## config.mk

```make
export PLATFORM = sky130hd
export DESIGN_NAME = rf_sb_flat
export DESIGN_NICKNAME = d
export VERILOG_FILES = /design/src/rtl/rf_sb_if.sv /design/src/rtl/rf_sb.sv /design/src/flat_wrapper.sv
export SDC_FILE = /design/constraint.sdc
export NUM_CORES = 1
export LEC_CHECK = 0
export ABC_AREA = 1
export CORE_ASPECT_RATIO = 0.6
export CORE_MARGIN = 5
export CORE_UTILIZATION = 40
export CTS_CLUSTER_DIAMETER = 30
export CTS_CLUSTER_SIZE = 40
export DETAILED_ROUTE_END_ITERATION = 8
export PLACE_DENSITY = 0.67
export SYNTH_ARGS = -nofsm -noshare
export SYNTH_HDL_FRONTEND = slang
export SYNTH_SLANG_ARGS = --single-unit
```

## constraint.sdc

```tcl
create_clock -name clk -period 5.4 [get_ports clk]
set_input_delay 1.08 -clock clk [delete_from_list [all_inputs] [get_ports clk]]
set_output_delay 1.08 -clock clk [all_outputs]
set_load 0.1 [all_outputs]
```

## src/rtl/rf_sb_if.sv

```systemverilog
`default_nettype none
// ============================================================================
//  Module   : rf_sb_if
//  Purpose  : Write, read and issue/scoreboard signal bundle for rf_sb.
//  Revision : 1.0  initial release
// ============================================================================
interface rf_sb_if #(
    parameter int DW  = 8,
    parameter int RFW = 2,
    parameter int NRD = 2
);
    logic                 wr0_en;
    logic [RFW-1:0]       wr0_addr;
    logic [DW-1:0]        wr0_data;
    logic                 wr1_en;
    logic [RFW-1:0]       wr1_addr;
    logic [DW-1:0]        wr1_data;
    logic [NRD*RFW-1:0]   rd_addr;
    logic [NRD*DW-1:0]    rd_data;
    logic [NRD-1:0]       rd_busy;
    logic                 iss_en;
    logic [RFW-1:0]       iss_addr;
    logic                 iss_ok;
    logic [(2**RFW)-1:0]  busy_vec;
    logic                 err;

    modport master (
        output wr0_en, wr0_addr, wr0_data,
        output wr1_en, wr1_addr, wr1_data,
        output rd_addr, iss_en, iss_addr,
        input  rd_data, rd_busy, iss_ok, busy_vec, err
    );

    modport slave (
        input  wr0_en, wr0_addr, wr0_data,
        input  wr1_en, wr1_addr, wr1_data,
        input  rd_addr, iss_en, iss_addr,
        output rd_data, rd_busy, iss_ok, busy_vec, err
    );
endinterface
`default_nettype wire

```

## src/rtl/rf_sb.sv

```systemverilog
`default_nettype none
// ============================================================================
//  Module   : rf_sb
//  Purpose  : Two-write, NRD-read register file with bypass and busy scoreboard.
//  Revision : 1.0  initial release
// ============================================================================
module rf_sb #(
    parameter int DW  = 8,
    parameter int RFW = 2,
    parameter int NRD = 2
) (
    input  wire logic  clk,
    input  wire logic  rst,
    rf_sb_if.slave     bus
);
    localparam int NREG = 2**RFW;

    logic [NREG-1:0][DW-1:0] regs;
    logic [NREG-1:0]         busy;
    logic [NREG-1:0]         busy_nxt;
    logic [NREG-1:0]         wr_hit;
    logic [NREG-1:0]         eff_busy;
    logic                    iss_ok;
    logic                    iss_accept;
    logic                    err;
    logic [NRD*DW-1:0]       rd_data;
    logic [NRD-1:0]          rd_busy;
    logic [RFW-1:0]          rd_sel;

    // Storage: register 0 stays at its reset value of zero.
    always_ff @(posedge clk or posedge rst) begin
        if (rst) begin
            for (int r = 0; r < NREG; r++) begin
                regs[r] <= (r == 0) ? '0 : '1;
            end
        end else begin
            if (bus.wr0_en && (bus.wr0_addr != '0)) begin
                regs[bus.wr0_addr] <= bus.wr0_data;
            end
            // Later assignment gives port 1 priority on a collision.
            if (bus.wr1_en && (bus.wr1_addr != '0)) begin
                regs[bus.wr1_addr] <= bus.wr1_data;
            end
        end
    end

    always_comb begin
        wr_hit = '0;
        for (int r = 0; r < NREG; r++) begin
            wr_hit[r] = (bus.wr0_en && (bus.wr0_addr == RFW'(r))) ||
                        (bus.wr1_en && (bus.wr1_addr == RFW'(r)));
        end
    end

    // A write in flight retires its producer in the same cycle.
    assign eff_busy   = busy & ~wr_hit;
    assign iss_ok     = ~eff_busy[bus.iss_addr];
    assign iss_accept = bus.iss_en && iss_ok && (bus.iss_addr != '0);

    always_comb begin
        busy_nxt = busy & ~wr_hit;
        if (iss_accept) begin
            busy_nxt[bus.iss_addr] = 1'b1;
        end
        busy_nxt[0] = 1'b0;
    end

    always_ff @(posedge clk or posedge rst) begin
        if (rst) begin
            busy <= '0;
            err  <= 1'b0;
        end else begin
            busy <= busy_nxt;
            if (bus.iss_en && !iss_ok) begin
                err <= 1'b1;
            end
        end
    end

    // Read ports: wr1 bypass, then wr0 bypass, then array; bypass off during reset.
    always_comb begin
        rd_data = '0;
        rd_busy = '0;
        rd_sel  = '0;
        for (int k = 0; k < NRD; k++) begin
            rd_sel = bus.rd_addr[k*RFW +: RFW];
            if (rd_sel == '0) begin
                rd_data[k*DW +: DW] = '0;
            end else if (!rst && bus.wr1_en && (bus.wr1_addr == rd_sel)) begin
                rd_data[k*DW +: DW] = bus.wr1_data;
            end else if (!rst && bus.wr0_en && (bus.wr0_addr == rd_sel)) begin
                rd_data[k*DW +: DW] = bus.wr0_data;
            end else begin
                rd_data[k*DW +: DW] = regs[rd_sel];
            end
            rd_busy[k] = eff_busy[rd_sel];
        end
    end

    assign bus.rd_data  = rd_data;
    assign bus.rd_busy  = rd_busy;
    assign bus.iss_ok   = iss_ok;
    assign bus.busy_vec = busy;
    assign bus.err      = err;

endmodule
`default_nettype wire

```

## src/flat_wrapper.sv

```systemverilog
// flat-port wrapper written by rule: the top's interface ports become plain ports
module rf_sb_flat 
#(
    parameter int DW  = 8,
    parameter int RFW = 2,
    parameter int NRD = 2
)
  (clk, rst, bus_wr0_en, bus_wr0_addr, bus_wr0_data, bus_wr1_en, bus_wr1_addr, bus_wr1_data, bus_rd_addr, bus_iss_en, bus_iss_addr, bus_rd_data, bus_rd_busy, bus_iss_ok, bus_busy_vec, bus_err);
  rf_sb_if #(.DW(DW), .RFW(RFW), .NRD(NRD)) bus_i ();
  input  wire logic clk;
  input  wire logic rst;
  input wire logic [$bits(bus_i.wr0_en)-1:0] bus_wr0_en;
  input wire logic [$bits(bus_i.wr0_addr)-1:0] bus_wr0_addr;
  input wire logic [$bits(bus_i.wr0_data)-1:0] bus_wr0_data;
  input wire logic [$bits(bus_i.wr1_en)-1:0] bus_wr1_en;
  input wire logic [$bits(bus_i.wr1_addr)-1:0] bus_wr1_addr;
  input wire logic [$bits(bus_i.wr1_data)-1:0] bus_wr1_data;
  input wire logic [$bits(bus_i.rd_addr)-1:0] bus_rd_addr;
  input wire logic [$bits(bus_i.iss_en)-1:0] bus_iss_en;
  input wire logic [$bits(bus_i.iss_addr)-1:0] bus_iss_addr;
  output wire logic [$bits(bus_i.rd_data)-1:0] bus_rd_data;
  output wire logic [$bits(bus_i.rd_busy)-1:0] bus_rd_busy;
  output wire logic [$bits(bus_i.iss_ok)-1:0] bus_iss_ok;
  output wire logic [$bits(bus_i.busy_vec)-1:0] bus_busy_vec;
  output wire logic [$bits(bus_i.err)-1:0] bus_err;
  assign bus_i.wr0_en = bus_wr0_en;
  assign bus_i.wr0_addr = bus_wr0_addr;
  assign bus_i.wr0_data = bus_wr0_data;
  assign bus_i.wr1_en = bus_wr1_en;
  assign bus_i.wr1_addr = bus_wr1_addr;
  assign bus_i.wr1_data = bus_wr1_data;
  assign bus_i.rd_addr = bus_rd_addr;
  assign bus_i.iss_en = bus_iss_en;
  assign bus_i.iss_addr = bus_iss_addr;
  assign bus_rd_data = bus_i.rd_data;
  assign bus_rd_busy = bus_i.rd_busy;
  assign bus_iss_ok = bus_i.iss_ok;
  assign bus_busy_vec = bus_i.busy_vec;
  assign bus_err = bus_i.err;
  rf_sb #(.DW(DW), .RFW(RFW), .NRD(NRD)) u_core (.clk(clk), .rst(rst), .bus(bus_i));
endmodule
```

==> results.md <==
* Outcome: completed
* Final Util at 52.7%
* Wirelength per Cell at 18.2 um
* Leakage at 1.27 nW
* Die height at 68.1 um
* Max Used Layer: met4
* Critical path depth at 9
* Cell Int Power at 0.000511 W
* Num CTS Buffers at 3
* Netlist cell types at 25
* Hold Path End: u_core.bus.err
* Routed Antenna Nets at 0
* CP required at 4320 ps
* Final Slew Violations at 0
* Total gr overflow at 0
* Capturing point of the worst reg2reg path: u_core.bus.busy_vec[2]
* Yosys warnings at 0
* CTS H-tree depth at 1
* Slew HR at 34.9%
* Worst-Skew Late Latency at 280 ps
* Largest net degree at the start of global routing at 29
* Peak fanout along the critical path at 16
* DRC at 0
* Fin nets at 401
* Die width at 107 um
* Max-cap violations at 0
* CP top delay family: buffers and inverters
* Combinational Power Share at 50.3%
* TritonCTS clock tree: yes
* Tightest hold margin at 484 ps
* Tcrit/Tclk final at 82.4%
* PD cells at 325 mW/mm^2
* Min-delay src: u_core.bus.err
* Total Die Area at 0.00728 mm^2
* Drt initial violations at 394
* Met1 wire length at 3740 um
* First-pass GRT wire length at 12500 um
* Post-CTS Setup Bufs at 0
* Cts-stage hold buffer count at 0
* Post-CTS resize count at 0
* Clk slew on worst S/H paths at 100 ps
* Hold Path Depth at 1
* Seq/Total Area, Yosys at 32.4%
* Layout fillers at 553
* Average instance area after synthesis at 6.91 um^2
* Sum Neg Setup Slack at 0 ps
* Vias per cell at 5.86
* Share of cells above drive strength 1 at 17.3%
* WP data arrival at 3370 ps
* Tot GR Track Use at 22.2%
* Crit path launch type: input pin
* #FFs+latches synth at 28
* DR WL met3 at 891 um
* GP Congestion at 0.920
* CORE AREA at 0.00552 mm^2
* Antenna diodes at 0
* Cell mode on critical path: inv_1
* Top cell type by total area after synthesis: dfstp_2
* Row cnt at 21
* Bufs on Longest Clock Path at 2
* WS Path Type: input pin to output port
* DRT Wirelength at 7970 um
* Sequential group share of total power at 31.7%
* Worst slew pin tran at 974 ps
* Via count at 2567
* Vias in the first global route at 2325
* Placed Area at 0.00283 mm^2
* Drt pass-1 iters at 6
* Max Freq at 225 MHz
* RSZ-0062 raised after global routing: false
* Cell area after synthesis at 0.00225 mm^2
* Tightest Hold Check Type: register to register
* Switch share at 45.8%
* Origin of the critical flop-to-flop path: u_core.bus.busy_vec[2]
* Final setup fails at 0
* Max VDD drop at 0.114 mV
* Design Power at 0.000943 W
* Top-area cell type share of the netlist area at 28.0%
* WP buf/inv at 5
* Number of antenna violations at the first check in global routing at 0
* Met2 wire length at 3210 um
* Syn Nets at 357
* Final Cell Area at 0.00291 mm^2
* Clock power share at 18.0%
* R2r setup slk at 4300 ps
* Clock Skew at 5.48 ps
* CP cell instances: clkdlybuf4s50_1 > inv_1 > a21oi_1 > nand3_2 > o21ai_0 > inv_1 > nand2_1 > inv_1 > buf_12
* Slowest cell delay on critical path at 790 ps
* Syn Inst Count at 326
* Final Hold Viols at 0
* Boundary Pins at 55
* Port Buffers at 53
* CP Capture Type: output port
* Hpwl dp at 5850 um
* Layout area overhead at 29.0%
* Main area contributors after synthesis: dfstp_2 28%, o21ai_0 15%, nand2_1 9.5%
* NetSw at 0.000432 W
* Critical Path Slowest Stage Cell: clkdlybuf4s50_1
* Fin crit period at 4450 ps
* # clock sinks at 28
* Starting density of the core at 40.8%
* Worst reg-to-reg path cell count at 7
* Root Buffer: clkbuf_8
-- state kept, by name, indices dropped and copies added, names as in the netlist --
signal,flops
u_core.bus.err,1
u_core.regs,24
u_core.bus.busy_vec,3
-- logic make-up (layout without fill, tap and decap cells) --
family / after synthesis / after routing / synth area share, %
other cells: 1 / 1 / 0.167
flops: 28 / 28 / 32.4
simple gates: 125 / 125 / 25.5
xor+xnor: 6 / 6 / 3.00
compound gates: 119 / 119 / 28.1
buf+inv: 47 / 90 / 10.8
-- worst reg2reg max path, stage by stage (launching register included) --
cell,delay (ps)
dfrtp_1,370
nand3_1,190
nand2_1,110
nand2_1,60
inv_1,60
nand2_2,70
nand3_1,80
nand2_1,60
-- stage by stage --
step / setup WS (ps) / instances
after floorplan: 513 / 326
after global placement: 1060 / 434
after detailed placement: 1010 / 434
after CTS: 989 / 438
after global routing: 775 / 438
final: 952 / 438
-- cells in the mapped netlist (all sizes together) --
master  count
o21ai      75
nand2      59
nand3      33
inv        31
nor2       30
o22ai      25
dfstp      24
a21oi      17
buf        15
xnor2       6
dfrtp       4
nand4       2
clkbuf      1
conb        1
nor3        1
o21bai      1
o31ai       1
-- per-layer routing --
layer,GRT usage (%),vias up
met3,5.84,16
met2,33.9,155
li1,-,1205
met5,0,-
met1,31.9,1191
met4,4.31,0
-- cells in the final DEF (no fill, tap or decap), drive strengths merged, types with 2 or more instances in the layout --
master,netlist,layout
dfstp,24,24
nand4,2,2
xnor2,6,6
o22ai,25,25
buf,15,21
nand3,33,33
o21ai,75,75
clkbuf,1,3
inv,31,31
a21oi,17,17
dfrtp,4,4
clkdlybuf4s50,0,34
nor2,30,30
nand2,59,59
-- power by group through the flow --
stage | registers (W) | clock network, W | logic [W]
finish | 0.000299 | 0.000170 | 0.000474
global route | 0.000302 | 0.000183 | 0.000501
CTS | 0.000296 | 0.000172 | 0.000472
detailed placement | 0.000299 | 0 | 0.000471
global placement | 0.000299 | 0 | 0.000467
floorplan | 0.000314 | 0 | 0.000306
-- area by class of cell --
class                           count  area (um^2)  share of cell area (%)
Clock buffer                        3         41.3                    1.42
Clock inverter                      1         30.0                    1.03
Sequential cell                    28          731                    25.2
Multi-Input combinational cell    251         1280                    44.0
Timing Repair Buffer               55          623                    21.4
Inverter                           31          116                    4.01
Tap cell                           69         86.3                    2.97
-- worst max-delay path by stage --
stage                   start               to  slack [ps]
3_5_place_dp   bus_rd_addr[2]  bus_rd_data[14]        1010
6_report       bus_rd_addr[2]  bus_rd_data[14]         950
2_1_floorplan             rst   bus_rd_data[0]         510
3_3_place_gp   bus_rd_addr[2]   bus_rd_data[8]        1060
4_1_cts        bus_rd_addr[2]  bus_rd_data[14]         990
5_1_grt        bus_rd_addr[2]  bus_rd_data[14]         780
(Power assumes the default switching activity.)
